--- config.mk ---
export PLATFORM = sky130hd
export DESIGN_NAME = mmio_uart_tx
export DESIGN_NICKNAME = d
export VERILOG_FILES = /design/src/rtl/mmio_uart_tx.sv
export SDC_FILE = /design/constraint.sdc
export NUM_CORES = 1
export LEC_CHECK = 0
export ABC_AREA = 0
export ABC_CLOCK_PERIOD_IN_PS = 2000
export CAP_MARGIN = 20
export CORE_MARGIN = 5
export CORE_UTILIZATION = 51
export DETAILED_ROUTE_END_ITERATION = 8
export MAX_ROUTING_LAYER = met4
export PLACE_DENSITY = 0.84
export SLEW_MARGIN = 20
export SYNTH_ARGS = -nofsm -noshare
export SYNTH_HDL_FRONTEND = slang
export SYNTH_SLANG_ARGS = --single-unit
--- constraint.sdc ---
create_clock -name clock -period 2 [get_ports clock]
set_input_delay 0.5 -clock clock [delete_from_list [all_inputs] [get_ports clock]]
set_output_delay 0.5 -clock clock [all_outputs]
set_load 0.005 [all_outputs]
--- src/rtl/mmio_uart_tx.sv ---
// mmio_uart_tx: memory-mapped UART transmitter (8N1, LSB first) with a small
// TX FIFO and a pollable status register.
// Register map (word index): 0 DATA, 1 STATUS, 2 DIVISOR, 3 reserved.
// Optional macro UART_TX_PARITY_EN adds an even-parity bit before the stop bit
// and reports parity support in STATUS bit7.
module mmio_uart_tx #(
    parameter int CLKS_PER_BIT = 234,
    parameter int FIFO_DEPTH   = 4,
    parameter int DIV_WIDTH    = 16
) (
    input  logic        clock,
    input  logic        reset_n,
    input  logic        sel,
    input  logic        we,
    input  logic [1:0]  addr,
    input  logic [31:0] wdata,
    output logic [31:0] rdata,
    output logic        tx,
    output logic        tx_busy
);

    localparam int PTR_W = $clog2(FIFO_DEPTH);

    localparam logic [2:0] S_IDLE   = 3'd0;
    localparam logic [2:0] S_START  = 3'd1;
    localparam logic [2:0] S_DATA   = 3'd2;
    localparam logic [2:0] S_STOP   = 3'd3;
`ifdef UART_TX_PARITY_EN
    localparam logic [2:0] S_PARITY = 3'd4;
    localparam logic       PARITY_SUP = 1'b1;
`else
    localparam logic       PARITY_SUP = 1'b0;
`endif

    localparam logic [1:0] A_DATA   = 2'd0;
    localparam logic [1:0] A_STATUS = 2'd1;
    localparam logic [1:0] A_DIV    = 2'd2;

    localparam logic [PTR_W-1:0]     PTR_ONE  = PTR_W'(1);
    localparam logic [PTR_W:0]       CNT_ONE  = (PTR_W+1)'(1);
    localparam logic [PTR_W:0]       CNT_FULL = (PTR_W+1)'(FIFO_DEPTH);
    localparam logic [DIV_WIDTH-1:0] DIV_ONE  = DIV_WIDTH'(1);
    localparam logic [DIV_WIDTH-1:0] DIV_MIN  = DIV_WIDTH'(2);

    logic [7:0]           mem [FIFO_DEPTH];
    logic [PTR_W-1:0]     wr_ptr, rd_ptr;
    logic [PTR_W:0]       count, count_nxt;
    logic                 fifo_full, fifo_empty;
    logic                 push_req, push, pop;
    logic                 overflow;
    logic [DIV_WIDTH-1:0] divisor;

    logic [2:0]           state_q, state_nxt;
    logic [DIV_WIDTH-1:0] timer_q, timer_nxt;
    logic [DIV_WIDTH-1:0] div_lat_q, div_lat_nxt;
    logic [2:0]           bit_idx_q, bit_idx_nxt;
    logic [7:0]           shift_q, shift_nxt;
    logic                 tx_nxt;
    logic                 tx_busy_nxt;
    logic [31:0]          count_ext;
    logic [2:0]           cnt_sat;

    // Upper write-data bits are never consumed by any register.
    logic unused_wdata;
    assign unused_wdata = ^wdata[31:DIV_WIDTH];

    assign fifo_full  = (count == CNT_FULL);
    assign fifo_empty = (count == '0);
    assign push_req   = sel && we && (addr == A_DATA);
    assign pop        = (state_q == S_IDLE) && !fifo_empty;
    // A full FIFO still accepts a byte when the FSM frees an entry that cycle.
    assign push       = push_req && (!fifo_full || pop);

    assign count_ext  = 32'(count);
    assign cnt_sat    = (count_ext > 32'd7) ? 3'd7 : count_ext[2:0];

    // Next FIFO occupancy, also used to register tx_busy with the state.
    always_comb begin
        count_nxt = count;
        if (push && !pop)
            count_nxt = count + CNT_ONE;
        else if (pop && !push)
            count_nxt = count - CNT_ONE;
    end

    // FIFO storage; contents are only read when count says they are valid.
    always_ff @(posedge clock) begin
        if (push) mem[wr_ptr] <= wdata[7:0];
    end

    // FIFO pointers, occupancy, sticky overflow and the divisor register.
    always_ff @(posedge clock or negedge reset_n) begin
        if (!reset_n) begin
            wr_ptr   <= '0;
            rd_ptr   <= '0;
            count    <= '0;
            overflow <= 1'b0;
            divisor  <= DIV_WIDTH'(CLKS_PER_BIT);
        end else begin
            count <= count_nxt;
            if (push) wr_ptr <= wr_ptr + PTR_ONE;
            if (pop)  rd_ptr <= rd_ptr + PTR_ONE;
            if (push_req && fifo_full && !pop) overflow <= 1'b1;
            else if (sel && we && (addr == A_STATUS)) overflow <= 1'b0;
            if (sel && we && (addr == A_DIV) && (wdata[DIV_WIDTH-1:0] >= DIV_MIN))
                divisor <= wdata[DIV_WIDTH-1:0];
        end
    end

`ifdef UART_TX_PARITY_EN
    logic parity_q;
    // Even parity of the byte being sent, captured when it leaves the FIFO.
    always_ff @(posedge clock or negedge reset_n) begin
        if (!reset_n)  parity_q <= 1'b0;
        else if (pop)  parity_q <= ^mem[rd_ptr];
    end
`endif

    // Frame sequencer: tx is registered and updated together with the state,
    // so the line changes exactly on state-transition edges.
    always_comb begin
        state_nxt   = state_q;
        timer_nxt   = timer_q;
        div_lat_nxt = div_lat_q;
        bit_idx_nxt = bit_idx_q;
        shift_nxt   = shift_q;
        tx_nxt      = tx;
        case (state_q)
            S_IDLE: begin
                tx_nxt = 1'b1;
                if (pop) begin
                    shift_nxt   = mem[rd_ptr];
                    div_lat_nxt = divisor;
                    timer_nxt   = divisor - DIV_ONE;
                    state_nxt   = S_START;
                    tx_nxt      = 1'b0;
                end
            end
            S_START: begin
                if (timer_q == '0) begin
                    state_nxt   = S_DATA;
                    bit_idx_nxt = 3'd0;
                    timer_nxt   = div_lat_q - DIV_ONE;
                    tx_nxt      = shift_q[0];
                end else begin
                    timer_nxt = timer_q - DIV_ONE;
                end
            end
            S_DATA: begin
                if (timer_q == '0) begin
                    timer_nxt = div_lat_q - DIV_ONE;
                    shift_nxt = {1'b0, shift_q[7:1]};
                    if (bit_idx_q == 3'd7) begin
`ifdef UART_TX_PARITY_EN
                        state_nxt = S_PARITY;
                        tx_nxt    = parity_q;
`else
                        state_nxt = S_STOP;
                        tx_nxt    = 1'b1;
`endif
                    end else begin
                        bit_idx_nxt = bit_idx_q + 3'd1;
                        tx_nxt      = shift_q[1];
                    end
                end else begin
                    timer_nxt = timer_q - DIV_ONE;
                end
            end
`ifdef UART_TX_PARITY_EN
            S_PARITY: begin
                if (timer_q == '0) begin
                    state_nxt = S_STOP;
                    timer_nxt = div_lat_q - DIV_ONE;
                    tx_nxt    = 1'b1;
                end else begin
                    timer_nxt = timer_q - DIV_ONE;
                end
            end
`endif
            S_STOP: begin
                tx_nxt = 1'b1;
                if (timer_q == '0) state_nxt = S_IDLE;
                else               timer_nxt = timer_q - DIV_ONE;
            end
            default: begin
                state_nxt = S_IDLE;
                tx_nxt    = 1'b1;
            end
        endcase
    end

    assign tx_busy_nxt = (state_nxt != S_IDLE) || (count_nxt != '0);

    // Sequencer registers; reset aborts any frame and idles the line at once.
    always_ff @(posedge clock or negedge reset_n) begin
        if (!reset_n) begin
            state_q   <= S_IDLE;
            timer_q   <= '0;
            div_lat_q <= DIV_WIDTH'(CLKS_PER_BIT);
            bit_idx_q <= '0;
            shift_q   <= '0;
            tx        <= 1'b1;
            tx_busy   <= 1'b0;
        end else begin
            state_q   <= state_nxt;
            timer_q   <= timer_nxt;
            div_lat_q <= div_lat_nxt;
            bit_idx_q <= bit_idx_nxt;
            shift_q   <= shift_nxt;
            tx        <= tx_nxt;
            tx_busy   <= tx_busy_nxt;
        end
    end

    // Registered read port; rdata holds between reads.
    always_ff @(posedge clock or negedge reset_n) begin
        if (!reset_n) begin
            rdata <= '0;
        end else if (sel && !we) begin
            case (addr)
                A_STATUS: rdata <= {24'b0, PARITY_SUP, overflow, cnt_sat,
                                    fifo_empty, fifo_full, tx_busy};
                A_DIV:    rdata <= 32'(divisor);
                default:  rdata <= '0;
            endcase
        end
    end

endmodule

# [After elaboration in Yosys (flattened, before gate mapping)]
# Memory sizes are Yosys's and may differ from the RTL's.
# Cells that the tools add are included.
# Widths: inputs -> output; s select.
[word_totals] reg_bits=104 ram_bits=32 inputBits=38 out_inout_bits=34 word_cells=101 mem_count=1
[classes] n_addsub=8 n_lt_le_gt_ge=2 n_eq_ne=12 muxes=30 reduce_logical=35
[mem_list] memory="mem" words=4 width=8 rd=1 rd_clocked_by_memory_dff=0 wr=1 line_no="45" text="logic [7:0] mem [FIFO_DEPTH];"
[op_table] op="$mux 16" n=3
[op_table] op="$pmux 16 s3" n=1
[op_table] op="$sub 16x1->16 const B" n=3
[op_table] op="$mux 3" n=11
[op_table] op="$pmux 16 s2" n=1
[op_table] op="$ge 16x2->1 const B" n=1
[op_table] op="$logic_not 16->1" n=1
[op_table] op="$mux 8" n=2
[op_table] op="$pmux 8 s2" n=1
[op_table] op="$logic_and 1x1->1" n=12
[op_table] op="$pmux 3 s4" n=1
[op_table] op="$ne 2x2->1 const B" n=5
[op_table] op="$reduce_bool 3->1" n=3
[op_table] op="$mux 1" n=8
[op_table] op="$add 3x1->3 const B" n=2
[op_table] op="$eq 3x2->1 const B" n=2
[op_table] op="$eq 3x3->1 const B" n=2
[op_table] op="$logic_not 3->1" n=2
[op_table] op="$pmux 3 s2" n=1
[op_table] op="$reduce_and 3->1" n=2
[op_table] op="$reduce_bool 2->1" n=3
[op_table] op="$logic_not 1->1" n=5
[op_table] op="$add 2x1->2 const B" n=2
[op_table] op="$reduce_and 2->1" n=2
[op_table] op="10 further kinds" n=11

# [Logic depth before layout (Yosys ltp)]
[depth] ltp_word=11 ltp_mapped=10 ltp_nobuf=8

# [Worst setup path after synthesis]
# OpenSTA, ideal clock, no wires.
[synth_timing] path_type="register -> register" startpoint="register divisor[0]" endpoint="register timer_q[14]" setup_ns=0.143 arrival_time_ns=2.004 t_required_ns=1.857 slack_ns=-0.147 stages_incl_launch_ff=9 path_buffers=1 synth_period_minus_slack_ns=2.147 cell_sequence="dfrtp_1 inv_1 ha_1 or3b_2 clkbuf_1 or3_1 nor3_1 xnor2_1 o221ai_1"
[synth_via] elab_chain_cells=3
[synth_lines] element="start, declared" line_no="51" text="logic [DIV_WIDTH-1:0] divisor;"
[synth_lines] element="start signal, assigned" line_no="98" text="divisor <= DIV_WIDTH'(CLKS_PER_BIT);"
[synth_lines] element="start signal, assigned" line_no="106" text="divisor <= wdata[DIV_WIDTH-1:0];"
[synth_lines] element="$sub 16x1->16" line_no="134" text="timer_nxt = divisor - DIV_ONE;"
[synth_lines] element="$mux 16" line_no="131" text="if (pop) begin"
[synth_lines] element="$pmux 16 s3" line_no="128" text="case (state_q)"
[synth_lines] element="end signal, assigned" line_no="206" text="timer_q <= timer_nxt;"
[synth_lines] element="end, declared" line_no="54" text="logic [DIV_WIDTH-1:0] timer_q, timer_nxt;"
# No other way between the ends. The select of a mux whose other input is x is not followed.
# A chain may end at the register's enable or synchronous reset.

# [Worst setup path after layout]
[layout_timing] startpoint="register div_lat_q[0]" endpoint="register timer_q[15]"
[layout_via] elab_chain_cells=3
[layout_lines] element="start, declared" line_no="55" text="logic [DIV_WIDTH-1:0] div_lat_q, div_lat_nxt;"
[layout_lines] element="start signal, assigned" line_no="199" text="div_lat_q <= DIV_WIDTH'(CLKS_PER_BIT);"
[layout_lines] element="start signal, assigned" line_no="207" text="div_lat_q <= div_lat_nxt;"
[layout_lines] element="$sub 16x1->16" line_no="143, 151"
[layout_lines] element="$mux 16" line_no="140, 150"
[layout_lines] element="$pmux 16 s3" line_no="128"
# No other way between the ends.

==> metrics <==
Achievable Freq 447.2 MHz; synthesis-stage register bit count 120; Seq/Total Area, Yosys 50.67%; worst vdd ir 0.0009522 V; Max Cap Viol 0; non-filler cells, final 913; total track usage 29.80%; Clock transition at path regs 0.06 ns; Synth area leaders dfrtp_1, edfxtp_1, nand2_1; Min-Delay Path Class input pin to async pin; drt total wl 23,030 µm; WP data arrival 2.52 ns; violated checks negative setup slack; asr flop ratio synth 73.33%; Core ar. 12,010 µm²; Setup crit end kind register; n_diodes 0; initial antenna violation count 0; routed len/inst 25.23 µm; RSZ-0062 raised after global routing yes; CTS tree done; commonest cells in the netlist nand2_1, dfrtp_1, o21ai_0; Num CTS Buffers 17; Setup crit start kind register; crit path max fanout 4; mean post-synth cell area 10.35 µm²; final hold violation count 0; Layout fillers 722; first-pass GRT wire length 32,220 µm; Clock Latency Late Sink 0.42 ns; Initial DRT Pass Iterations 7; Synth top area share 30.73%; Placed Cells 865; total I/O pin count 72; worst-margin pin slew 0.6081 ns; relative slew slack 59.46%; Worst Skew 0.01080 ns; Synth Flop Type dfrtp_1; overall power 11.05 mW; Setup Crit Path Kind register to register; Overflow after GRT 0; Post-synth EDFFs 32; setup violators final 30; max-slew violations 0; clock sinks 120; Post-Syn Instances 606; fin crit period 2.236 ns; Final Wtd Congestion 0.9019; PD cells 1298 nW/µm²; H-tree depth 4; cts hold-fix bufs 0; Chip Height 120.9 µm; P_leak 3.561 nW; Vias 6,036; CTS Buffer Depth 2; final setup margin -0.2363 ns; pre-CTS setup slack -0.3377 ns; vias in the first global route 5,832; Site Rows 40; required time worst endpoint 2.29 ns; I/O Buffers 39; Cell variety after synth 59; post-layout util 70.92%; post-route ant nets 0; Post-route DRC 0; largest net degree at the start of global routing 46; outcome complete, but fails checks; clock root buffer clkbuf_16; die area 14,610 µm²; most common cell in the netlist nand2_1; Area Growth Syn to Fin 35.86%; layout cells sized above 1 31.20%; area leader, netlist dfrtp_1; vias per cell 6.611; Die Span X 120.9 µm; Final Cycle Share 111.8%; final net count 808; Syn Std Cell Area 6270 µm²; synth warn 0; initial core utilization 52.20%; DP HPWL 12,760 µm; 1st-iter DRT viols 937
-- stage by stage --
| step | hold WS (ns) | TNS [ns] | area (µm²) |
|---|---|---|---|
| 2_1_floorplan | 0.2044 | -0.1100 | 6360 |
| 3_3_place_gp | 0.4641 | -12.03 | 7537 |
| 3_5_place_dp | 0.4730 | -17.32 | 7537 |
| 4_1_cts | 0.04117 | -0.2580 | 8228 |
| 5_1_grt | 0.04773 | -2.465 | 8518 |
| 6_report | 0.03251 | -1.678 | 8518 |
-- power breakdown --
part / total [mW] / switching [mW] / internal, mW
logic: 4.21 / 2.30 / 1.91
clock network: 2.90 / 1.19 / 1.71
registers: 3.94 / 0.758 / 3.18
-- area by class of cell --
type,count,area (µm²),share of cell area (%)
clock buffer,19,432.9,5.082
inverter,16,60.06,0.7051
sequential,120,3178,37.31
clock inverter,13,121.4,1.425
timing repair buffer,157,1403,16.47
multi-input combinational,441,3139,36.85
tap,147,183.9,2.159
-- final timing paths --
kind | end | from | cells past startpoint | slack (ns)
min in group clock | shift_q[3] | shift_q[3] | 2 | 0.48
worst max-delay path | timer_q[15] | div_lat_q[0] | 8 | -0.24
worst max register to register | timer_q[15] | div_lat_q[0] | 8 | -0.24
worst min-delay path | bit_idx_q[2] | reset_n | 1 | 0.03
worst min register to register | shift_q[3] | shift_q[3] | 2 | 0.48
max in group asynchronous | div_lat_q[5] | reset_n | 2 | 1.30
-- per-layer routing --
layer	global-route usage [%]	vias to the layer above	share of wire, %
met2	48.94	526	48
met1	34.39	2904	34
met5	-	-	0
li1	-	2437	-
met4	15.58	0	7.7
met3	6.527	169	11
-- critical path: stages (launching register included) --
cell      delay [ns]
dfrtp_1         0.39
buf_4           0.16
nor4_1          0.35
buf_4           0.24
nand4b_1        0.15
nor3_1          0.30
xnor2_1         0.24
o21a_1          0.19
o221ai_2        0.09
-- placed cells by master (no fill, tap or decap), types with 10 or more instances in the layout --
cell type,instances
edfxtp_1,32
nor3_1,11
clkdlybuf4s50_1,38
inv_1,14
nand2_1,95
clkbuf_16,18
dfstp_2,11
o21ai_0,42
nor2_1,37
o22ai_1,10
buf_4,107
dfrtp_1,76
conb_1,17
mux2_2,17
ha_1,15
xor2_1,14
o21ai_1,12
xnor2_1,13
a21oi_1,18
-- what timing repair did --
action	CTS	global route
endpoints found under the hold margin	0	0
pin swaps	13	21
buffers inserted	2	11
resized for setup	21	39
setup endpoints to repair	24	64
cloned	0	3
-- flip-flops by register name, indices dropped and copies added, names as in the netlist, 8 cells and up --
name / count
mem: 32
rdata: 16
divisor: 16
div_lat_q: 16
shift_q: 8
timer_q: 16
-- kinds of logic (layout without fill, tap and decap cells) --
| group | Yosys count | after routing | synth area share (%) |
|---|---|---|---|
| AND/OR/NAND/NOR | 213 | 213 | 17.04 |
| AO/OA/AOI/OAI | 128 | 128 | 12.19 |
| flip-flops | 120 | 120 | 50.67 |
| buffers and inverters | 61 | 205 | 4.810 |
| multiplexers | 34 | 34 | 7.364 |
| XOR/XNOR | 32 | 32 | 4.470 |
| adder cells (fa/ha/maj) | 17 | 17 | 3.392 |
| other | 1 | 17 | 0.05981 |
Power figures use the tool's default switching activity.
